<file path="src/rtl/string_gen_if.sv">
// Byte-stream handshake bundle between string_gen and its sink.
interface string_gen_if;
  logic [7:0] out_data;
  logic       out_valid;
  logic       out_ready;
  logic       out_last;

  // Generator side drives the byte and its qualifiers.
  modport master (
    output out_data,
    output out_valid,
    output out_last,
    input  out_ready
  );

  // Sink side only drives backpressure.
  modport slave (
    input  out_data,
    input  out_valid,
    input  out_last,
    output out_ready
  );
endinterface

</file>
<file path="src/rtl/string_gen.sv">
// string_gen: emits digit/operator ASCII streams such as "1*4+1" from an 8-bit LFSR.
// Each stream starts and ends with a digit, so every complete stream is a valid expression.
module string_gen (
  input  logic            clk,
  input  logic            clr,
  input  logic            start,
  input  logic [3:0]      len,
  input  logic [7:0]      seed,
  string_gen_if.master    m_out,
  output logic            busy,
  output logic            done
);

  localparam int unsigned LFSR_W = 8;
  localparam int unsigned CNT_W  = 4;
  localparam int unsigned BYTE_W = 8;

  typedef enum logic [1:0] {
    S_IDLE  = 2'd0,
    S_DIGIT = 2'd1,
    S_OP    = 2'd2
  } state_t;

  state_t              r_state;
  state_t              w_state_nxt;
  logic [LFSR_W-1:0]   r_lfsr;
  logic [LFSR_W-1:0]   w_lfsr_nxt;
  logic [LFSR_W-1:0]   w_lfsr_adv;
  logic [CNT_W-1:0]    r_cnt;
  logic [CNT_W-1:0]    w_cnt_nxt;
  logic                r_done;
  logic                w_done_nxt;
  logic                w_hs;
  logic [3:0]          w_digit;
  logic [BYTE_W-1:0]   w_digit_byte;
  logic [BYTE_W-1:0]   w_op_byte;

  // Fibonacci LFSR step, taps 8/6/5/4.
  assign w_lfsr_adv = {r_lfsr[6:0], r_lfsr[7] ^ r_lfsr[5] ^ r_lfsr[4] ^ r_lfsr[3]};

  // Low nibble folded into 0..9 so every value maps onto a decimal digit.
  assign w_digit      = (r_lfsr[3:0] >= 4'd10) ? (r_lfsr[3:0] - 4'd10) : r_lfsr[3:0];
  assign w_digit_byte = 8'h30 + BYTE_W'(w_digit);

  // Operator choice from the two low LFSR bits.
  always_comb begin
    w_op_byte = 8'h2B;
    case (r_lfsr[1:0])
      2'd0:    w_op_byte = 8'h2B;
      2'd1:    w_op_byte = 8'h2D;
      2'd2:    w_op_byte = 8'h2A;
      default: w_op_byte = 8'h2F;
    endcase
  end

  // Stream outputs are a pure function of state and LFSR, so they hold while stalled.
  always_comb begin
    m_out.out_valid = 1'b0;
    m_out.out_data  = 8'h00;
    m_out.out_last  = 1'b0;
    case (r_state)
      S_DIGIT: begin
        m_out.out_valid = 1'b1;
        m_out.out_data  = w_digit_byte;
        m_out.out_last  = (r_cnt == 4'd1);
      end
      S_OP: begin
        m_out.out_valid = 1'b1;
        m_out.out_data  = w_op_byte;
      end
      default: begin
        m_out.out_valid = 1'b0;
      end
    endcase
  end

  assign w_hs = m_out.out_valid && m_out.out_ready;

  // Next-state logic: LFSR and digit count only move on an accepted byte.
  always_comb begin
    w_state_nxt = r_state;
    w_lfsr_nxt  = r_lfsr;
    w_cnt_nxt   = r_cnt;
    w_done_nxt  = 1'b0;
    case (r_state)
      S_IDLE: begin
        if (start) begin
          w_lfsr_nxt  = (seed == 8'h00) ? 8'h01 : seed;
          w_cnt_nxt   = (len == 4'd0) ? 4'd1 : len;
          w_state_nxt = S_DIGIT;
        end
      end
      S_DIGIT: begin
        if (w_hs) begin
          w_lfsr_nxt = w_lfsr_adv;
          if (r_cnt == 4'd1) begin
            w_cnt_nxt   = 4'd0;
            w_done_nxt  = 1'b1;
            w_state_nxt = S_IDLE;
          end else begin
            w_cnt_nxt   = r_cnt - 4'd1;
            w_state_nxt = S_OP;
          end
        end
      end
      S_OP: begin
        if (w_hs) begin
          w_lfsr_nxt  = w_lfsr_adv;
          w_state_nxt = S_DIGIT;
        end
      end
      default: begin
        w_state_nxt = S_IDLE;
      end
    endcase
  end

  // State, LFSR, count and done registers; clr abandons any stream in flight.
  always_ff @(posedge clk or posedge clr) begin
    if (clr) begin
      r_state <= S_IDLE;
      r_lfsr  <= 8'h01;
      r_cnt   <= 4'd0;
      r_done  <= 1'b0;
    end else begin
      r_state <= w_state_nxt;
      r_lfsr  <= w_lfsr_nxt;
      r_cnt   <= w_cnt_nxt;
      r_done  <= w_done_nxt;
    end
  end

  assign busy = (r_state != S_IDLE);
  assign done = r_done;

endmodule

</file>
<file path="src/flat_wrapper.sv">
// flat-port wrapper written by rule: the top's interface ports become plain ports
module string_gen_flat 
  (clk, clr, start, len, seed, busy, done, m_out_out_data, m_out_out_valid, m_out_out_last, m_out_out_ready);
  string_gen_if m_out_i ();
  input  logic clk;
  input  logic clr;
  input  logic start;
  input  logic [3:0] len;
  input  logic [7:0] seed;
  output logic busy;
  output logic done;
  output wire logic [$bits(m_out_i.out_data)-1:0] m_out_out_data;
  output wire logic [$bits(m_out_i.out_valid)-1:0] m_out_out_valid;
  output wire logic [$bits(m_out_i.out_last)-1:0] m_out_out_last;
  input wire logic [$bits(m_out_i.out_ready)-1:0] m_out_out_ready;
  assign m_out_out_data = m_out_i.out_data;
  assign m_out_out_valid = m_out_i.out_valid;
  assign m_out_out_last = m_out_i.out_last;
  assign m_out_i.out_ready = m_out_out_ready;
  string_gen u_core (.clk(clk), .clr(clr), .start(start), .len(len), .seed(seed), .m_out(m_out_i), .busy(busy), .done(done));
endmodule
</file>
<file path="config.mk">
export PLATFORM = sky130hd
export DESIGN_NAME = string_gen_flat
export DESIGN_NICKNAME = d
export VERILOG_FILES = /design/src/rtl/string_gen_if.sv /design/src/rtl/string_gen.sv /design/src/flat_wrapper.sv
export SDC_FILE = /design/constraint.sdc
export NUM_CORES = 1
export LEC_CHECK = 0
export CAP_MARGIN = 25
export CORE_MARGIN = 3
export CORE_UTILIZATION = 54
export CTS_BUF_LIST = sky130_fd_sc_hd__clkbuf_4 sky130_fd_sc_hd__clkbuf_8
export CTS_CLUSTER_DIAMETER = 150
export DETAILED_ROUTE_END_ITERATION = 16
export GPL_TIMING_DRIVEN = 0
export PLACE_DENSITY = 0.87
export SETUP_SLACK_MARGIN = 0.2
export SYNTH_ARGS = -nofsm -noshare
export SYNTH_HDL_FRONTEND = slang
export SYNTH_SLANG_ARGS = --single-unit
</file>
<file path="constraint.sdc">
create_clock -name clk -period 4.51 [get_ports clk]
set_input_delay 0.451 -clock clk [delete_from_list [all_inputs] [get_ports clk]]
set_output_delay 0.451 -clock clk [all_outputs]
set_load 0.05 [all_outputs]
</file>
==> impl_metrics.csv, run 1 <==
group,metric,value,unit
run_status,status,"complete, no violations",
synthesis,synth_commonest_cells,"sky130_fd_sc_hd__a21oi_1, sky130_fd_sc_hd__dfrtp_1, sky130_fd_sc_hd__nor2_1",
worst_setup_path,timing.critical_path.arrival,2.71,ns
clocking,total_cts_buffers,3,
timing,post-route-worst-setup-slack,1.349,ns
power,power.ir.vdd_worst,0.0007074,V
power,power.net_switching,0.6154,mW
floorplanning,fp.dieH,50.43,um
placement,dp_slack,1.710,ns
power,cellInternalPower,0.5864,mW
timing,fin_crit_sh,0.7009,
layout,fin_nets,177,
power,combPwrFrac,0.708,
worst_setup_path,crit_fanout,10,
worst_setup_path,crit_path_top_delay_cell,"sky130_fd_sc_hd__clkdlybuf4s50_1",
worst_setup_path,worstPathCellList,"inv_1 > ha_1 > buf_2 > buf_2 > nand3_1 > o21ai_0 > clkdlybuf4s50_1",
global_routing,global_route_wire_length_before_repair,4291,um
floorplanning,die-width,50.43,um
clocking,cts-root-buf,"sky130_fd_sc_hd__clkbuf_4",
timing,timing_max_transition_violations_final,0,
global_routing,first_global_vias,981,
clocking,cts-hold-fix-buffers,0,
worst_setup_path,crit-reg2reg-launch,"u_core.r_state[0]$_DFFE_PP0P_",
synthesis,synthesis.area,1066,um^2
timing,grt_setup_unrepaired,"no",
layout,n_antenna_cell,0,
detailed_routing,detail_route.vias_per_cell,5.309,
synthesis,synth_area_leaders,"sky130_fd_sc_hd__dfrtp_1, sky130_fd_sc_hd__ha_1, sky130_fd_sc_hd__mux2i_1",
worst_setup_path,timing.reg2reg.setup_slack,2.67,ns
layout,drive_gt1_frac,0.1176,
hold_path,worst_hold_path_type,"in2async",
synthesis,synthDistinctLibCells,38,
clocking,cts.clk_slew.worst_paths,0.10,ns
power,power,1.202,mW
timing,period_minus_slack,3.161,ns
detailed_routing,detailedRoute.firstPassIterationCount,4,
run,drv_cap,0,
worst_setup_path,critPathTopFamily,"buffers and inverters",
layout,multi_input_comb_area,605.6,um^2
clocking,clock_sinks,15,
synthesis,synth-main-ff-cell,"sky130_fd_sc_hd__dfrtp_1",
clocking,clock_latency,0.29,ns
placement,place_inst,174,
worst_setup_path,critPathRequiredTime,4.06,ns
worst_setup_path,timing.critical_path.from_type,"flop",
synthesis,syn-instance-count,123,
synthesis,ys_warn_count,0,
timing,report.final.hold_viol_count,0,
detailed_routing,antenna_violating_nets_post_route,0,
clocking,post_cts.repair.setup_buffers,0,
floorplanning,num_rows,15,
global_routing,grt_overflow_total,0,
clocking,ctsResizeCount,0,
layout,fillerInstances,141,
placement,dp_hpwl,1868,um
timing,tns,0,ns
clocking,cts-root-to-sink-buffers,2,
worst_setup_path,timing.critical_path.mode_cell,"sky130_fd_sc_hd__buf_2",
placement,placed_area,1351,um^2
synthesis,ys_seq_elements,15,
timing,worstMarginPinSlew,0.5791,ns
floorplanning,start_util,0.5917,
synthesis,synth_async_sr_flop_share,1.000,
timing,relSlewSlack,0.6135,
worst_setup_path,worstRegToRegCells,8,
layout,final_area,1381,um^2
layout,fin_util,0.7667,
timing,fin_skew,0.005391,ns
detailed_routing,drt_drc_violations_left,0,
power,sequentialPowerShare,0.220,
power,p_per_area,870.1,nW/um^2
floorplanning,top_level_ports,28,
synthesis,syn-mean-instance-area,8.667,um^2
worst_setup_path,worst-path-buf-inv,4,
worst_setup_path,crit_path_max_incr_delay,0.83,ns
global_routing,number_of_antenna_violations_at_the_first_check_in_global_routing,0,
placement,final_gp_congestion,0.8175,
detailed_routing,post_drt_wl_per_cell,13.48,um
layout,ff_latch_area,376.6,um^2
detailed_routing,drt_iter0_markers,11,
detailed_routing,drt_wl_total,2399,um
layout,syn_to_final_growth,29.58,%
detailed_routing,detailroute.via_count,945,
synthesis,synth-edff-count,0,
power,power_leakage,0.6046,nW
synthesis,synth_top_area_frac,0.3286,
timing,max_clock_freq,316.3,MHz
clocking,tritoncts,"built",
clocking,cts_htree_levels,1,
synthesis,synth_sequential_area_ratio,0.3533,
worst_setup_path,worstSetupPathType,"reg2out",
power,p_clk_frac,0.073,
global_routing,grt_usage,0.2202,
worst_setup_path,timing.rr.end,"u_core.r_lfsr[2]$_DFFE_PP0P_",
layout,finish.cell_count_without_fillers,178,
synthesis,synth_largest_area_cell,"sky130_fd_sc_hd__dfrtp_1",
timing,fin_worst_hold_slack,0.5076,ns
worst_setup_path,endpoint_kind,"output pin",
global_routing,largest_net_degree_at_the_start_of_global_routing,16,
floorplanning,placeableCoreArea,1802,um^2
placement,number_of_port_buffers,25,
floorplanning,dieArea,2543,um^2
timing,final-setup-viol-count,0,
power,power.switching_fraction,0.5121,
[worst max-delay path by stage]
| stage | from | to | slack (ns) | cells after the start |
|---|---|---|---|---|
| 2_1_floorplan | u_core.r_state[0]$_DFFE_PP0P_ | m_out_out_data[2] | 1.35 | 6 |
| 3_3_place_gp | u_core.r_state[1]$_DFFE_PP0P_ | m_out_out_data[2] | 1.72 | 7 |
| 3_5_place_dp | u_core.r_state[1]$_DFFE_PP0P_ | m_out_out_data[2] | 1.71 | 7 |
| 4_1_cts | u_core.r_state[1]$_DFFE_PP0P_ | m_out_out_data[2] | 1.37 | 7 |
| 5_1_grt | u_core.r_state[1]$_DFFE_PP0P_ | m_out_out_data[2] | 1.18 | 7 |
| 6_report | u_core.r_state[1]$_DFFE_PP0P_ | m_out_out_data[2] | 1.35 | 7 |
[cell families after synthesis]
logic type | synth area share
AO/OA/AOI/OAI | 0.1866
AND/OR/NAND/NOR | 0.1608
buffers and inverters | 0.08216
flip-flops | 0.3533
multiplexers | 0.1068
adder cells (fa/ha/maj) | 0.08216
XOR/XNOR | 0.02465
other | 0.003518
[registers in the layout, summed over array words and instances, names as in the netlist]
register and cells:
u_core.r_state 2, u_core.r_lfsr 8, u_core.r_cnt 4, u_core.done 1
[layer usage]
metal  GRT usage  share of wire  wire length [um]
met4     0.08520          0.014                34
met5           0              0                 0
met3     0.02374          0.042               101
met2      0.3848           0.50              1206
met1      0.2763           0.44              1057
[layout make-up]
class	count	share of cell area
plain buffers	9	0.03623
flip-flops and latches	15	0.2726
repair buffers	25	0.1812
multi-input cells	90	0.4384
inverters	10	0.02717
well taps	25	0.02265
clock buffers	4	0.02174
[power by group through the flow]
stage | clock, mW | combinational [mW] | sequential, mW
floorplan | 0 | 0.651 | 0.252
global placement | 0 | 0.819 | 0.262
detailed placement | 0 | 0.849 | 0.266
CTS | 0.0889 | 0.853 | 0.263
global route | 0.0930 | 0.934 | 0.276
finish | 0.0873 | 0.851 | 0.264
[layout by cell type (no fill, tap or decap), types with 3 or more instances in the layout]
| cell | netlist | final |
|---|---|---|
| sky130_fd_sc_hd__inv_1 | 10 | 10 |
| sky130_fd_sc_hd__o21ai_0 | 9 | 9 |
| sky130_fd_sc_hd__clkdlybuf4s50_1 | 0 | 25 |
| sky130_fd_sc_hd__nor2_1 | 11 | 11 |
| sky130_fd_sc_hd__ha_1 | 7 | 7 |
| sky130_fd_sc_hd__nor2b_1 | 3 | 3 |
| sky130_fd_sc_hd__buf_2 | 4 | 4 |
| sky130_fd_sc_hd__mux2i_1 | 8 | 8 |
| sky130_fd_sc_hd__buf_4 | 3 | 3 |
| sky130_fd_sc_hd__dfrtp_1 | 14 | 14 |
| sky130_fd_sc_hd__a21oi_1 | 14 | 14 |
| sky130_fd_sc_hd__nand2_1 | 4 | 4 |
| sky130_fd_sc_hd__clkbuf_4 | 0 | 4 |
| sky130_fd_sc_hd__mux2_2 | 3 | 3 |
(Power assumes the default switching activity.)
==> run 2: changes to the inputs <==
- CORE_UTILIZATION: 54 -> 45
- PLACE_DENSITY: 0.87 -> 0.78
- clock period: 4.51 -> 2.8 ns (I/O delays scaled with it)
==> impl_metrics.csv, run 2 (synthesis gave the netlist of run 1 again) <==
group,metric,value,unit
worst_setup_path,timing.critical_path.mode_cell,"sky130_fd_sc_hd__buf_2",
power,sequentialPowerShare,0.225,
layout,n_antenna_cell,0,
floorplanning,die-width,54.67,um
layout,fin_util,0.6518,
run_status,status,"complete, no violations",
global_routing,grt_use_met1,0.2379,
floorplanning,top_level_ports,28,
floorplanning,fp.dieH,54.67,um
global_routing,global_route_wire_length_before_repair,4098,um
layout,layout_common_cells,"sky130_fd_sc_hd__clkdlybuf4s50_1, sky130_fd_sc_hd__a21oi_1, sky130_fd_sc_hd__dfrtp_1",
detailed_routing,post_drt_wl_per_cell,13.18,um
layout,multi_input_comb_area,605.6,um^2
global_routing,grt_usage,0.1919,
timing,tns,0,ns
timing,relSlewSlack,0.6135,
layout,layout_commonest_cell,"sky130_fd_sc_hd__clkdlybuf4s50_1",
layout,fillerInstances,182,
timing,fin_skew,0.002959,ns
global_routing,fraction_of_met3_tracks_used_by_global_routing,0.03815,
floorplanning,num_rows,16,
layout,ff_latch_area,376.6,um^2
clocking,cts-hold-fix-buffers,0,
layout,finish.cell_count_without_fillers,180,
layout,largest_register,"u_core.r_lfsr",
worst_setup_path,worst-path-buf-inv,4,
detailed_routing,detail_route.vias_per_cell,5.339,
clocking,cts-root-buf,"sky130_fd_sc_hd__clkbuf_4",
clocking,clock_sinks,15,
timing,worstMarginPinSlew,0.5792,ns
layout,largest_registers,"u_core.r_lfsr x8, u_core.r_cnt x4, u_core.r_state x2",
power,power_leakage,0.6168,nW
global_routing,largest_net_degree_at_the_start_of_global_routing,16,
worst_setup_path,endpoint_kind,"output pin",
layout,syn_to_final_growth,28.52,%
global_routing,number_of_antenna_violations_at_the_first_check_in_global_routing,0,
hold_path,worst_hold_path_type,"in2async",
global_routing,first_global_vias,930,
clocking,cts.clk_slew.worst_paths,0.09,ns
placement,number_of_port_buffers,25,
timing,fin_worst_hold_slack,0.3473,ns
timing,final-setup-viol-count,0,
clocking,cts-root-to-sink-buffers,2,
floorplanning,start_util,0.5071,
power,power.switching_fraction,0.5159,
worst_setup_path,worstPathCellList,"inv_1 > ha_1 > buf_2 > buf_2 > nand3_1 > o21ai_1 > clkbuf_2",
power,power.ir.vdd_worst,0.001023,V
run,drv_cap,0,
timing,period_minus_slack,2.408,ns
global_routing,grt_overflow_total,0,
global_routing,gr-usage-met2,0.3150,
detailed_routing,detailedRoute.firstPassIterationCount,4,
timing,grt_setup_unrepaired,"no",
power,power.net_switching,0.9793,mW
detailed_routing,drt_drc_violations_left,0,
power,combPwrFrac,0.703,
placement,dp_hpwl,1791,um
clocking,total_cts_buffers,3,
worst_setup_path,critPathRequiredTime,2.52,ns
placement,place_inst,176,
worst_setup_path,timing.critical_path.arrival,2.13,ns
worst_setup_path,critPathTopFamily,"buffers and inverters",
global_routing,gr-max-usage-layer,"met2",
worst_setup_path,timing.critical_path.from_type,"flop",
layout,max_reg_flops,8,
placement,final_gp_congestion,0.7699,
clocking,tritoncts,"built",
timing,timing_max_transition_violations_final,0,
floorplanning,placeableCoreArea,2102,um^2
worst_setup_path,worstSetupPathType,"reg2out",
worst_setup_path,crit_fanout,10,
worst_setup_path,crit_path_top_delay_cell,"sky130_fd_sc_hd__dfrtp_1",
placement,placed_area,1354,um^2
layout,final_area,1370,um^2
power,p_per_area,1386,nW/um^2
power,cellInternalPower,0.9191,mW
detailed_routing,antenna_violating_nets_post_route,0,
power,p_clk_frac,0.072,
worst_setup_path,crit_path_max_incr_delay,0.40,ns
layout,drive_gt1_frac,0.1503,
floorplanning,dieArea,2989,um^2
layout,fin_nets,177,
timing,report.final.hold_viol_count,0,
timing,fin_crit_sh,0.8600,
detailed_routing,drt_iter0_markers,12,
clocking,clock_latency,0.29,ns
detailed_routing,detailroute.via_count,961,
timing,max_clock_freq,415.3,MHz
detailed_routing,drt_wl_total,2373,um
clocking,cts_htree_levels,1,
[run 2: path summary, 6_finish.rpt]
kind                                          startpoint                           end  slack [ns]  depth (start not counted)
setup / recovery           u_core.r_state[0]$_DFFE_PP0P_             m_out_out_data[2]        0.39                          7
hold reg to reg              u_core.r_cnt[1]$_DFFE_PP0P_   u_core.r_cnt[1]$_DFFE_PP0P_        0.51                          2
setup reg to reg           u_core.r_state[0]$_DFFE_PP0P_  u_core.r_lfsr[3]$_DFFE_PP0P_        0.93                          8
max in group asynchronous                            clr   u_core.r_cnt[0]$_DFFE_PP0P_        2.08                          2
hold / removal                                       clr  u_core.r_lfsr[1]$_DFFE_PP0P_        0.35                          2
min in group clk             u_core.r_cnt[1]$_DFFE_PP0P_   u_core.r_cnt[1]$_DFFE_PP0P_        0.51                          2
[run 2: worst register-to-register path, stage by stage, from the launching register on]
cell                      delay, ns
sky130_fd_sc_hd__dfrtp_1       0.40
sky130_fd_sc_hd__inv_1         0.08
sky130_fd_sc_hd__ha_1          0.32
sky130_fd_sc_hd__buf_2         0.20
sky130_fd_sc_hd__mux2i_1       0.15
sky130_fd_sc_hd__nor2_2        0.23
sky130_fd_sc_hd__buf_2         0.26
sky130_fd_sc_hd__nor2_1        0.06
sky130_fd_sc_hd__a21oi_1       0.11
[run 2: power by group through the flow]
stage	clock network, mW	logic (mW)	registers, mW
floorplan	0	1.05	0.406
global placement	0	1.33	0.424
detailed placement	0	1.36	0.430
CTS	0.139	1.35	0.425
global route	0.152	1.48	0.440
finish	0.137	1.33	0.427
[run 2: layout make-up]
class,instances,area share
Tap cell,27,0.02466
Timing Repair Buffer,25,0.1717
Sequential cell,15,0.2749
Clock buffer,4,0.02192
Buffer,9,0.03744
Multi-Input combinational cell,90,0.4420
Inverter,10,0.02740
[run 2: metrics by stage]
step                      total power, mW  setup WS, ns
final                               1.898        0.3920
after detailed placement            1.792        0.1780
after floorplan                     1.458        0.1912
after CTS                           1.911        0.1341
after global placement              1.749        0.2168
after global routing                2.076        0.2037
[run 2: routing by layer]
metal	share of wire	routed length, um
met3	0.042	99
met5	0	0
met2	0.48	1145
met1	0.45	1076
met4	0.022	52
[run 2: what timing repair did]
item,in CTS,in global routing
pin swaps,0,0
setup buffers,0,0
resized for setup,7,8
endpoints found under the hold margin,0,0
endpoints found under the setup margin,5,4
